<file path="src/rtl/io_pkg.sv">
// Shared address map, STATUS layout and display state encoding for the
// memory-mapped I/O controller.
package io_pkg;

  localparam logic [31:0] IN_BASE = 32'hFFFF_FC00;
  localparam logic [31:0] TEST    = 32'hFFFF_FC20;
  localparam logic [31:0] SEG     = 32'hFFFF_FC24;
  localparam logic [31:0] LED     = 32'hFFFF_FC28;
  localparam logic [31:0] BLINK   = 32'hFFFF_FC2C;
  localparam logic [31:0] DWELL   = 32'hFFFF_FC30;
  localparam logic [31:0] STATUS  = 32'hFFFF_FC34;
  localparam logic [31:0] SKIP    = 32'hFFFF_FC38;

  localparam int ST_EMPTY   = 0;
  localparam int ST_FULL    = 1;
  localparam int ST_OVF     = 2;
  localparam int ST_CNT_LSB = 16;

  typedef enum logic {
    IDLE = 1'b0,
    SHOW = 1'b1
  } disp_state_t;

  // A zero dwell would underflow the counter reload, so it is treated as 1.
  function automatic logic [31:0] dwell_clamp(input logic [31:0] v);
    return (v == 32'd0) ? 32'd1 : v;
  endfunction

endpackage

</file>
<file path="src/rtl/io_seg_queue.sv">
// Seven-segment value queue: FIFO feeding a two-state display FSM that holds
// each dequeued value for a programmable number of cycles.
module io_seg_queue
  import io_pkg::*;
#(
  parameter int SEG_W      = 24,
  parameter int FIFO_DEPTH = 32
) (
  input  logic                          clk,
  input  logic                          rst,
  input  logic                          push,
  input  logic [SEG_W-1:0]              data,
  input  logic [31:0]                   dwell,
  input  logic                          skip,
  input  logic                          ovf_clr,
  output logic [SEG_W-1:0]              seg_out,
  output logic                          seg_valid,
  output logic [$clog2(FIFO_DEPTH):0]   count,
  output logic                          full,
  output logic                          empty,
  output logic                          overflow
);

  localparam int AW = $clog2(FIFO_DEPTH);
  localparam int CW = AW + 1;

  logic [SEG_W-1:0] mem [FIFO_DEPTH];
  logic [AW-1:0]    wr_ptr;
  logic [AW-1:0]    rd_ptr;
  logic [CW-1:0]    cnt;
  logic [31:0]      dwell_cnt;
  disp_state_t      state;
  disp_state_t      state_next;
  logic             pop;
  logic             expire;
  logic             push_ok;
  logic             ovf_set;

  assign count   = cnt;
  assign empty   = (cnt == '0);
  assign full    = (cnt == CW'(FIFO_DEPTH));
  assign expire  = (dwell_cnt == 32'd0) || skip;
  // A full queue still accepts a push when the display pops in the same cycle.
  assign push_ok = push && (!full || pop);
  assign ovf_set = push && full && !pop;

  always_comb begin
    state_next = state;
    pop        = 1'b0;
    case (state)
      IDLE: begin
        if (!empty) begin
          pop        = 1'b1;
          state_next = SHOW;
        end
      end
      SHOW: begin
        if (expire) begin
          if (!empty) pop = 1'b1;
          else        state_next = IDLE;
        end
      end
      default: state_next = IDLE;
    endcase
  end

  always_ff @(posedge clk) begin
    if (rst) state <= IDLE;
    else     state <= state_next;
  end

  always_ff @(posedge clk) begin
    if (push_ok) mem[wr_ptr] <= data;
  end

  always_ff @(posedge clk) begin
    if (rst) begin
      wr_ptr   <= '0;
      rd_ptr   <= '0;
      cnt      <= '0;
      overflow <= 1'b0;
    end else begin
      if (push_ok) wr_ptr <= wr_ptr + AW'(1);
      if (pop)     rd_ptr <= rd_ptr + AW'(1);
      cnt <= cnt + CW'(push_ok) - CW'(pop);
      if (ovf_set)      overflow <= 1'b1;
      else if (ovf_clr) overflow <= 1'b0;
    end
  end

  // Display register: the counter holds remaining cycles minus one.
  always_ff @(posedge clk) begin
    if (rst) begin
      seg_out   <= '0;
      seg_valid <= 1'b0;
      dwell_cnt <= 32'd0;
    end else if (pop) begin
      seg_out   <= mem[rd_ptr];
      seg_valid <= 1'b1;
      dwell_cnt <= dwell - 32'd1;
    end else if (state == SHOW) begin
      if (expire) seg_valid <= 1'b0;
      else        dwell_cnt <= dwell_cnt - 32'd1;
    end
  end

endmodule

</file>
<file path="src/rtl/mmio_io_ctrl.sv">
// Memory-mapped I/O controller: switch latches, read-back mux, LED, blink timer
// and queued seven-segment display. Define IO_SEG_SKIP_EN to map the SKIP register.
module mmio_io_ctrl
  import io_pkg::*;
#(
  parameter int N_IN       = 2,
  parameter int IN_W       = 8,
  parameter int TEST_W     = 3,
  parameter int SEG_W      = 24,
  parameter int FIFO_DEPTH = 32,
  parameter int DWELL_RST  = 100_000_000
) (
  input  logic              clk,
  input  logic              rst,
  input  logic              io_read,
  input  logic              io_write,
  input  logic [31:0]       addr,
  input  logic [31:0]       wdata,
  input  logic [31:0]       mem_rdata,
  output logic [31:0]       rdata,
  input  logic [IN_W-1:0]   sw_in,
  input  logic [N_IN-1:0]   enter,
  input  logic [TEST_W-1:0] test_in,
  output logic [SEG_W-1:0]  seg_out,
  output logic              seg_valid,
  output logic [23:0]       led_out,
  output logic              blink_out
);

  localparam int CW = $clog2(FIFO_DEPTH) + 1;

  logic [IN_W-1:0] in_reg [N_IN];
  logic [31:0]     dwell_reg;
  logic [31:0]     blink_cnt;
  logic [31:0]     blink_next;
  logic [CW-1:0]   count;
  logic            full;
  logic            empty;
  logic            overflow;
  logic [31:0]     status_word;
  logic            wr_seg;
  logic            wr_led;
  logic            wr_blink;
  logic            wr_dwell;
  logic            wr_status;
  logic            skip;

  assign wr_seg    = io_write && (addr == SEG);
  assign wr_led    = io_write && (addr == LED);
  assign wr_blink  = io_write && (addr == BLINK);
  assign wr_dwell  = io_write && (addr == DWELL);
  assign wr_status = io_write && (addr == STATUS);

`ifdef IO_SEG_SKIP_EN
  assign skip = io_write && (addr == SKIP);
`else
  assign skip = 1'b0;
`endif

  always_ff @(posedge clk) begin
    if (rst) begin
      for (int i = 0; i < N_IN; i++) in_reg[i] <= '0;
    end else begin
      for (int i = 0; i < N_IN; i++) begin
        if (enter[i]) in_reg[i] <= sw_in;
      end
    end
  end

  always_ff @(posedge clk) begin
    if (rst) begin
      led_out   <= 24'd0;
      dwell_reg <= 32'(DWELL_RST);
    end else begin
      if (wr_led)   led_out   <= wdata[23:0];
      if (wr_dwell) dwell_reg <= dwell_clamp(wdata);
    end
  end

  // Blink output is registered from the post-update counter value.
  always_comb begin
    blink_next = blink_cnt;
    if (wr_blink)               blink_next = wdata;
    else if (blink_cnt != 32'd0) blink_next = blink_cnt - 32'd1;
  end

  always_ff @(posedge clk) begin
    if (rst) begin
      blink_cnt <= 32'd0;
      blink_out <= 1'b0;
    end else begin
      blink_cnt <= blink_next;
      blink_out <= (blink_next != 32'd0);
    end
  end

  always_comb begin
    status_word                    = 32'd0;
    status_word[ST_CNT_LSB +: 16]  = 16'(count);
    status_word[ST_OVF]            = overflow;
    status_word[ST_FULL]           = full;
    status_word[ST_EMPTY]          = empty;
  end

  always_comb begin
    rdata = mem_rdata;
    if (io_read) begin
      for (int i = 0; i < N_IN; i++) begin
        if (addr == IN_BASE + 32'(4 * i)) rdata = 32'(in_reg[i]);
      end
      if (addr == TEST)   rdata = 32'(test_in);
      if (addr == STATUS) rdata = status_word;
    end
  end

  io_seg_queue #(
    .SEG_W      (SEG_W),
    .FIFO_DEPTH (FIFO_DEPTH)
  ) u_seg_queue (
    .clk       (clk),
    .rst       (rst),
    .push      (wr_seg),
    .data      (wdata[SEG_W-1:0]),
    .dwell     (dwell_reg),
    .skip      (skip),
    .ovf_clr   (wr_status),
    .seg_out   (seg_out),
    .seg_valid (seg_valid),
    .count     (count),
    .full      (full),
    .empty     (empty),
    .overflow  (overflow)
  );

endmodule

</file>
<file path="config.mk">
export PLATFORM = sky130hd
export DESIGN_NAME = mmio_io_ctrl
export DESIGN_NICKNAME = d
export VERILOG_FILES = /design/src/rtl/io_pkg.sv /design/src/rtl/io_seg_queue.sv /design/src/rtl/mmio_io_ctrl.sv
export SDC_FILE = /design/constraint.sdc
export NUM_CORES = 1
export LEC_CHECK = 0
export ABC_CLOCK_PERIOD_IN_PS = 12500
export CORE_MARGIN = 2
export CORE_UTILIZATION = 38
export CTS_BUF_LIST = sky130_fd_sc_hd__clkbuf_2
export DETAILED_ROUTE_END_ITERATION = 10
export PLACE_DENSITY = 0.57
export RECOVER_POWER = 25
export SETUP_SLACK_MARGIN = 0.15
export SLEW_MARGIN = 20
export SYNTH_ARGS = -nofsm -noshare
export SYNTH_HDL_FRONTEND = slang
export SYNTH_HIERARCHICAL = 1
export SYNTH_SLANG_ARGS = --single-unit
</file>
<file path="constraint.sdc">
create_clock -name clk -period 12.5 [get_ports clk]
set_input_delay 2.5 -clock clk [delete_from_list [all_inputs] [get_ports clk]]
set_output_delay 2.5 -clock clk [all_outputs]
set_load 0.05 [all_outputs]
</file>
==> results of run 1 <==
kinds of logic (layout without fill, tap and decap cells):
kind of cell,Yosys count,after routing,share of synthesized area
XOR/XNOR,39,39,0.00874
AO/OA/AOI/OAI,320,320,0.0547
multiplexers,287,287,0.151
buffers and inverters,168,680,0.0171
AND/OR/NAND/NOR,607,607,0.0767
flip-flops,948,948,0.687
adder cells (fa/ha/maj),16,16,0.00532
other,1,3,0.0000960
power by group:
group          switching (mW)  total (mW)  internal, mW
clock network            1.25        2.03         0.785
logic                    1.41        2.55          1.14
registers               0.189        3.72          3.53
through the flow:
| stage | utilization | std cells | power, mW | area (um2) |
|---|---|---|---|---|
| 2_1_floorplan | - | 2387 | 5.61 | 39100 |
| 3_3_place_gp | 0.420 | 3861 | 6.32 | 42800 |
| 3_5_place_dp | 0.420 | 3861 | 6.35 | 42800 |
| 4_1_cts | 0.441 | 4263 | 8.40 | 44900 |
| 5_1_grt | 0.441 | 4268 | 8.77 | 44900 |
| 6_report | 0.441 | 4268 | 8.30 | 44900 |
worst min-delay path: stages, from the launching register on:
cell and delay [ns]:
dfxtp_1 0.31, nand2_1 0.05, a21oi_1 0.05
layer usage:
layer / GRT usage / up-vias
met5: 0 / -
met4: 0.0603 / 0
met3: 0.0444 / 145
met2: 0.323 / 872
met1: 0.268 / 12400
li1: - / 10400
path summary, 6_finish.rpt:
kind	startpoint	endpoint	slack, ns	cells after the start
setup / recovery	addr[1]	rdata[0]	3.64	10
hold / removal	led_out[22]	led_out[22]	0.46	2
setup reg to reg	u_seg_queue/dwell_cnt[14]	u_seg_queue/dwell_cnt[28]	7.29	13
hold reg to reg	led_out[22]	led_out[22]	0.46	2
synthesized netlist by cell type (21+ instances only):
cell type | instances | area (um2)
edfxtp_1 | 784 | 23500
mux4_2 | 240 | 5410
nor2_1 | 190 | 713
dfxtp_1 | 164 | 3280
nand2_1 | 155 | 582
clkbuf_1 | 94 | 353
a21oi_1 | 84 | 420
o21ai_0 | 64 | 320
nor3_1 | 47 | 235
mux2i_1 | 39 | 390
and2_1 | 38 | 238
nand3_1 | 36 | 180
a211oi_1 | 34 | 255
nor4_1 | 33 | 206
buf_1 | 28 | 105
inv_1 | 28 | 105
a31oi_1 | 21 | 131
cell type report:
cell class              count  share of cell area
flip-flops and latches    948               0.598
inverters                  29             0.00242
clock buffers             351              0.0391
diodes                      1           0.0000557
multi-input cells        1271               0.263
well taps                1368              0.0381
repair buffers            249              0.0522
clock inverters            51             0.00705
==> results.md, run 1 <==
* Status: finished, violations left
* Failing checks: capacitance limit, slew limit
* Setup Fix Bufs, Post-CTS at 0
* Initial DRC count at 2069
* CTS buffer count at 237
* Clock sinks at 948
* Hold Vio Cnt, Final at 0
* CP delay by family, top: simple AND/OR/NAND/NOR gates
* Metal3 WL at 7080 um
* Max reg flops at 768
* Skew final at 0.138 ns
* Latest clock arrival within the worst-skew pair at 1.51 ns
* Synth Register Bits at roughly 950
* Post-synth ARST share at 0
* Post-synth EDFFs at 784
* Crit path max fanout at 12
* CTS Hold Bufs at 0
* Commonest cells after routing, fill and taps aside: edfxtp_1, clkbuf_2, mux4_2, clkdlybuf4s50_1, dfxtp_1
* Multi-input logic area at 11800 um2
* Clock buffer depth at 3
* Mapped Area at 39100 um2
* IR Drop Worst-Case VDD at 82.1 uV
* WP data arrival at 6.36 ns
* Final slew viol count at 672
* Critical path's slowest cell: nor2_1
* CP cell instances: clkdlybuf4s50_1 -> or4b_1 -> nor4_2 -> nand4b_1 -> nor2_1 -> o21ai_0 -> a211o_1 -> a21oi_1 -> o22ai_1 -> clkdlybuf4s50_1
* Met1 WL at 45400 um
* Pre-CTS setup slack at 3.70 ns
* Final hold slack at 0.459 ns
* Top-Level Pins at between 150 and 200
* Cell variety after synth at around 90
* Worst-path clk slew at approximately 0.080 ns
* FP Rows at 117
* Worst Setup End Kind: output pin
* Final setup vio count at 0
* RSZ-0062 raised after global routing: false
* Post-DP HPWL at a little over 60000 um
* Top sig layer: met4
* Most common cell after layout, fill and taps aside: edfxtp_1
* Fmax at 0.113 GHz
* Hold crit path type: flop to flop
* GRT Overall Usage at 0.199
* Wirelength, routed at 106000 um
* I/O Buffers at 194
* Post-synth top flop: edfxtp_1
* Max cap viols at 18
* H-tree levels at 4
* Worst setup slack after layout at about 3.6 ns
* CP max stage delay at 0.82 ns
* YS warnings at 6
* Drt first pass iters at 6
* Met2 WL post-DR at between 50000 and 60000 um
* Via Count at between 20000 and 25000
* Worst setup SP type: input port
* CP most frequent cell: clkdlybuf4s50_1
* Routed Antenna Nets at 0
* Worst path bufs/invs at 2
* Crit share post-route at 0.709
* CTS root buf: clkbuf_2
* Pin count of the biggest net entering global routing at 93
* Initial core utilization at 0.383
* DIE WIDTH at 325 um
* Reg with most FFs: u_seg_queue/mem
* DR WL/cell at 24.8 um
* Sequential area share after synthesis at 0.687
* DIE AREA at approximately 110000 um2
* Initial antenna violation count at 3
* Layout cells sized above 1 at 0.249
* Die height at 325 um
* Post-DR vias/cell at ~5.6
* Slew at the pin closest to its max-slew limit at 2.34 ns
* Total global routing overflow at 0
* Crit Path Category: input port to output pin
* Vias in the first global route at ~24000
* Slew headroom at -0.562
* Post-layout nets at 2865
* Syn Area/Cell at 16.4 um2
* Setup_tns at 0 ns
* Layout area overhead at 15.0%
* Pwr/cell area at 185 nW/um2
* Register area at about 27000 um2
* TritonCTS clock tree: built
* FILL cells at 9168
* Core outline area at 102000 um2
* Final Wtd Congestion at 0.848
* Global-route wire length before repair at 156000 um
* Syn Inst Count at 2386
* Leak at 14.4 nW
* DRC at 0
* Final min period at 8.86 ns
* PostCTS Resize Cnt at 0
* Critical Path RT at 10.00 ns
(Power assumes the default switching activity.)
==> run 2, diff against run 1 <==
- ABC_CLOCK_PERIOD_IN_PS: 12500 -> 7900
- PLACE_DENSITY: 0.57 -> 0.59
- clock period: 12.5 -> 7.9 ns (I/O delays scaled with it)
==> run 2 against run 1 <==
Global-route usage shrank 0.12 points. Sequential power increased by 59%. Routed wire length decreased by 0.68%. Non-clock buffer count fell by 8. The run still ends with capacitance limit, slew limit left. Largest power group unchanged. Critical endpoint is now rdata[2]. Clock power rose by 59%. Total power is 61% higher. Flip-flop and latch count did not move. Cell area down 0.11%. Combinational power rose by 65%. Register-to-register slack worse by 5.0 ns. Sequential share of layout area up 0.063 points. Count of clock-buffer cells in the layout rose by 5.
==> results.md, run 2 (same netlist as run 1, synthesis figures left out) <==
* CP delay by family, top: simple AND/OR/NAND/NOR gates
* Pwr/cell area at ~300 nW/um2
* Reg with most FFs: u_seg_queue/mem
* Pin count of the biggest net entering global routing at 91
* CTS buffer count at 231
* Setup Fix Bufs, Post-CTS at 0
* Post-layout nets at 2851
* Slew headroom at -0.647
* CP most frequent cell: clkdlybuf4s50_1
* Post-DP HPWL at between 60000 and 70000 um
* Fmax at 0.142 GHz
* Clock sinks at 948
* Skew final at between 0.1 and 0.15 ns
* PostCTS Resize Cnt at 0
* CP cell instances: clkdlybuf4s50_1 -> or4b_1 -> nor4_2 -> nand4b_1 -> nor2_1 -> o21ai_0 -> a211o_1 -> a21oi_1 -> o22ai_1 -> clkdlybuf4s50_1
* WP data arrival at 5.44 ns
* I/O Buffers at 194
* Total global routing overflow at 0
* Slew at the pin closest to its max-slew limit at 2.47 ns
* Drt first pass iters at 6
* Final setup vio count at 0
* Clock buffer depth at 3
* Hold crit path type: flop to flop
* Worst R2R Start: u_seg_queue/dwell_cnt[14]
* FP Rows at 117
* Worst R2R Path Depth at 13
* RSZ-0062 raised after global routing: false
* Flop-to-flop setup slack at 2.33 ns
* Crit path max fanout at 12
* Wirelength, routed at 105000 um
* Vias in the first global route at 24000
* Crit share post-route at 0.889
* Via Count at 23800
* Max reg flops at 768
* Layout area overhead at 14.8%
* Hold Startpoint: led_out[13]
* Final min period at roughly 7 ns
* Final Wtd Congestion at 0.860
* Cell area after layout at between 40000 and 50000 um2
* Worst path bufs/invs at 2
* Hold Path Depth at 2
* Status: finished, violations left
* Most common cell after layout, fill and taps aside: edfxtp_1
* Crit Path Category: input port to output pin
* Initial DRC count at 2371
* DIE WIDTH at approximately 320 um
* Setup_tns at 0 ns
* Leak at 14.4 nW
* Commonest cells after routing, fill and taps aside: edfxtp_1, clkbuf_2, mux4_2, clkdlybuf4s50_1, dfxtp_1
* GRT Overall Usage at 0.198
* Worst Setup End Kind: output pin
* Initial antenna violation count at 7
* DP Area at 42800 um2
* Routed Antenna Nets at 0
* Hold EP: led_out[13]
* Die height at 325 um
* Max cap viols at 17
* Crit Reg-Reg Endpoint: u_seg_queue/dwell_cnt[30]
* CTS root buf: clkbuf_2
* TritonCTS clock tree: built
* DRC at 0
* Critical Path Stages at 10
* Core outline area at 102000 um2
* Failing checks: capacitance limit, slew limit
* Hold Vio Cnt, Final at 0
* Worst setup SP type: input port
* CTS Hold Bufs at 0
* Latest clock arrival within the worst-skew pair at 1.49 ns
* Critical Path RT at 6.32 ns
* Initial core utilization at 0.383
* Critical path's slowest cell: nor2_1
* DIE AREA at 105000 um2
* IR Drop Worst-Case VDD at slightly above 200 uV
* Post-DR vias/cell at 5.55
* DR WL/cell at 24.6 um
* Top-Level Pins at 195
* CP max stage delay at 0.78 ns
* Global-route wire length before repair at 156000 um
* H-tree levels at 4
* Final slew viol count at roughly 630
* Layout cells sized above 1 at 0.248
* Worst-path clk slew at approximately 0.09 ns
==> run 2: per-layer routing <==
metal	global-route usage	part of all wire	up-vias
met1	0.282	0.45	12400
met2	0.302	0.46	893
li1	-	-	10400
met4	0.0583	0.020	0
met5	0	0	-
met3	0.0457	0.069	138
==> run 2: worst min-delay path: stages, from the launching register on <==
cell	delay (ns)
dfxtp_1	0.32
nand2_1	0.05
a21oi_1	0.05
==> run 2: how the worst max path moves through the flow <==
stage | from | to
2_1_floorplan | addr[1] | rdata[0]
3_3_place_gp | addr[1] | rdata[1]
3_5_place_dp | addr[1] | rdata[2]
4_1_cts | addr[1] | rdata[2]
5_1_grt | addr[1] | rdata[1]
6_report | addr[1] | rdata[2]
==> run 2: metrics by stage <==
step / utilization / std cells / total power [mW] / hold slack, ns / worst slack [ns]
after global routing: 0.440 / 4281 / 14.1 / 0.475 / 0.672
final: 0.440 / 4281 / 13.3 / 0.456 / 0.876
after global placement: 0.420 / 3856 / 10.1 / 0.445 / 1.01
after CTS: 0.441 / 4272 / 13.5 / 0.461 / 0.900
after floorplan: - / 2387 / 8.88 / 0.448 / 2.21
after detailed placement: 0.420 / 3857 / 10.2 / 0.448 / 0.897
==> run 2: report_power, final <==
group          internal, mW  total [mW]  switching [mW]
Clock                  1.27        3.22            1.95
Combinational          1.82        4.21            2.38
Sequential             5.59        5.91           0.321
==> run 2: cell type report <==
class / count / area [um2]
clock buffers: 356 / 1780
flip-flops and latches: 948 / 26800
fillers: 9159 / 57000
repair buffers: 241 / 2250
inverters: 29 / 109
multi-input cells: 1271 / 11800
well taps: 1368 / 1710
clock inverters: 59 / 318
diodes: 9 / 22.5
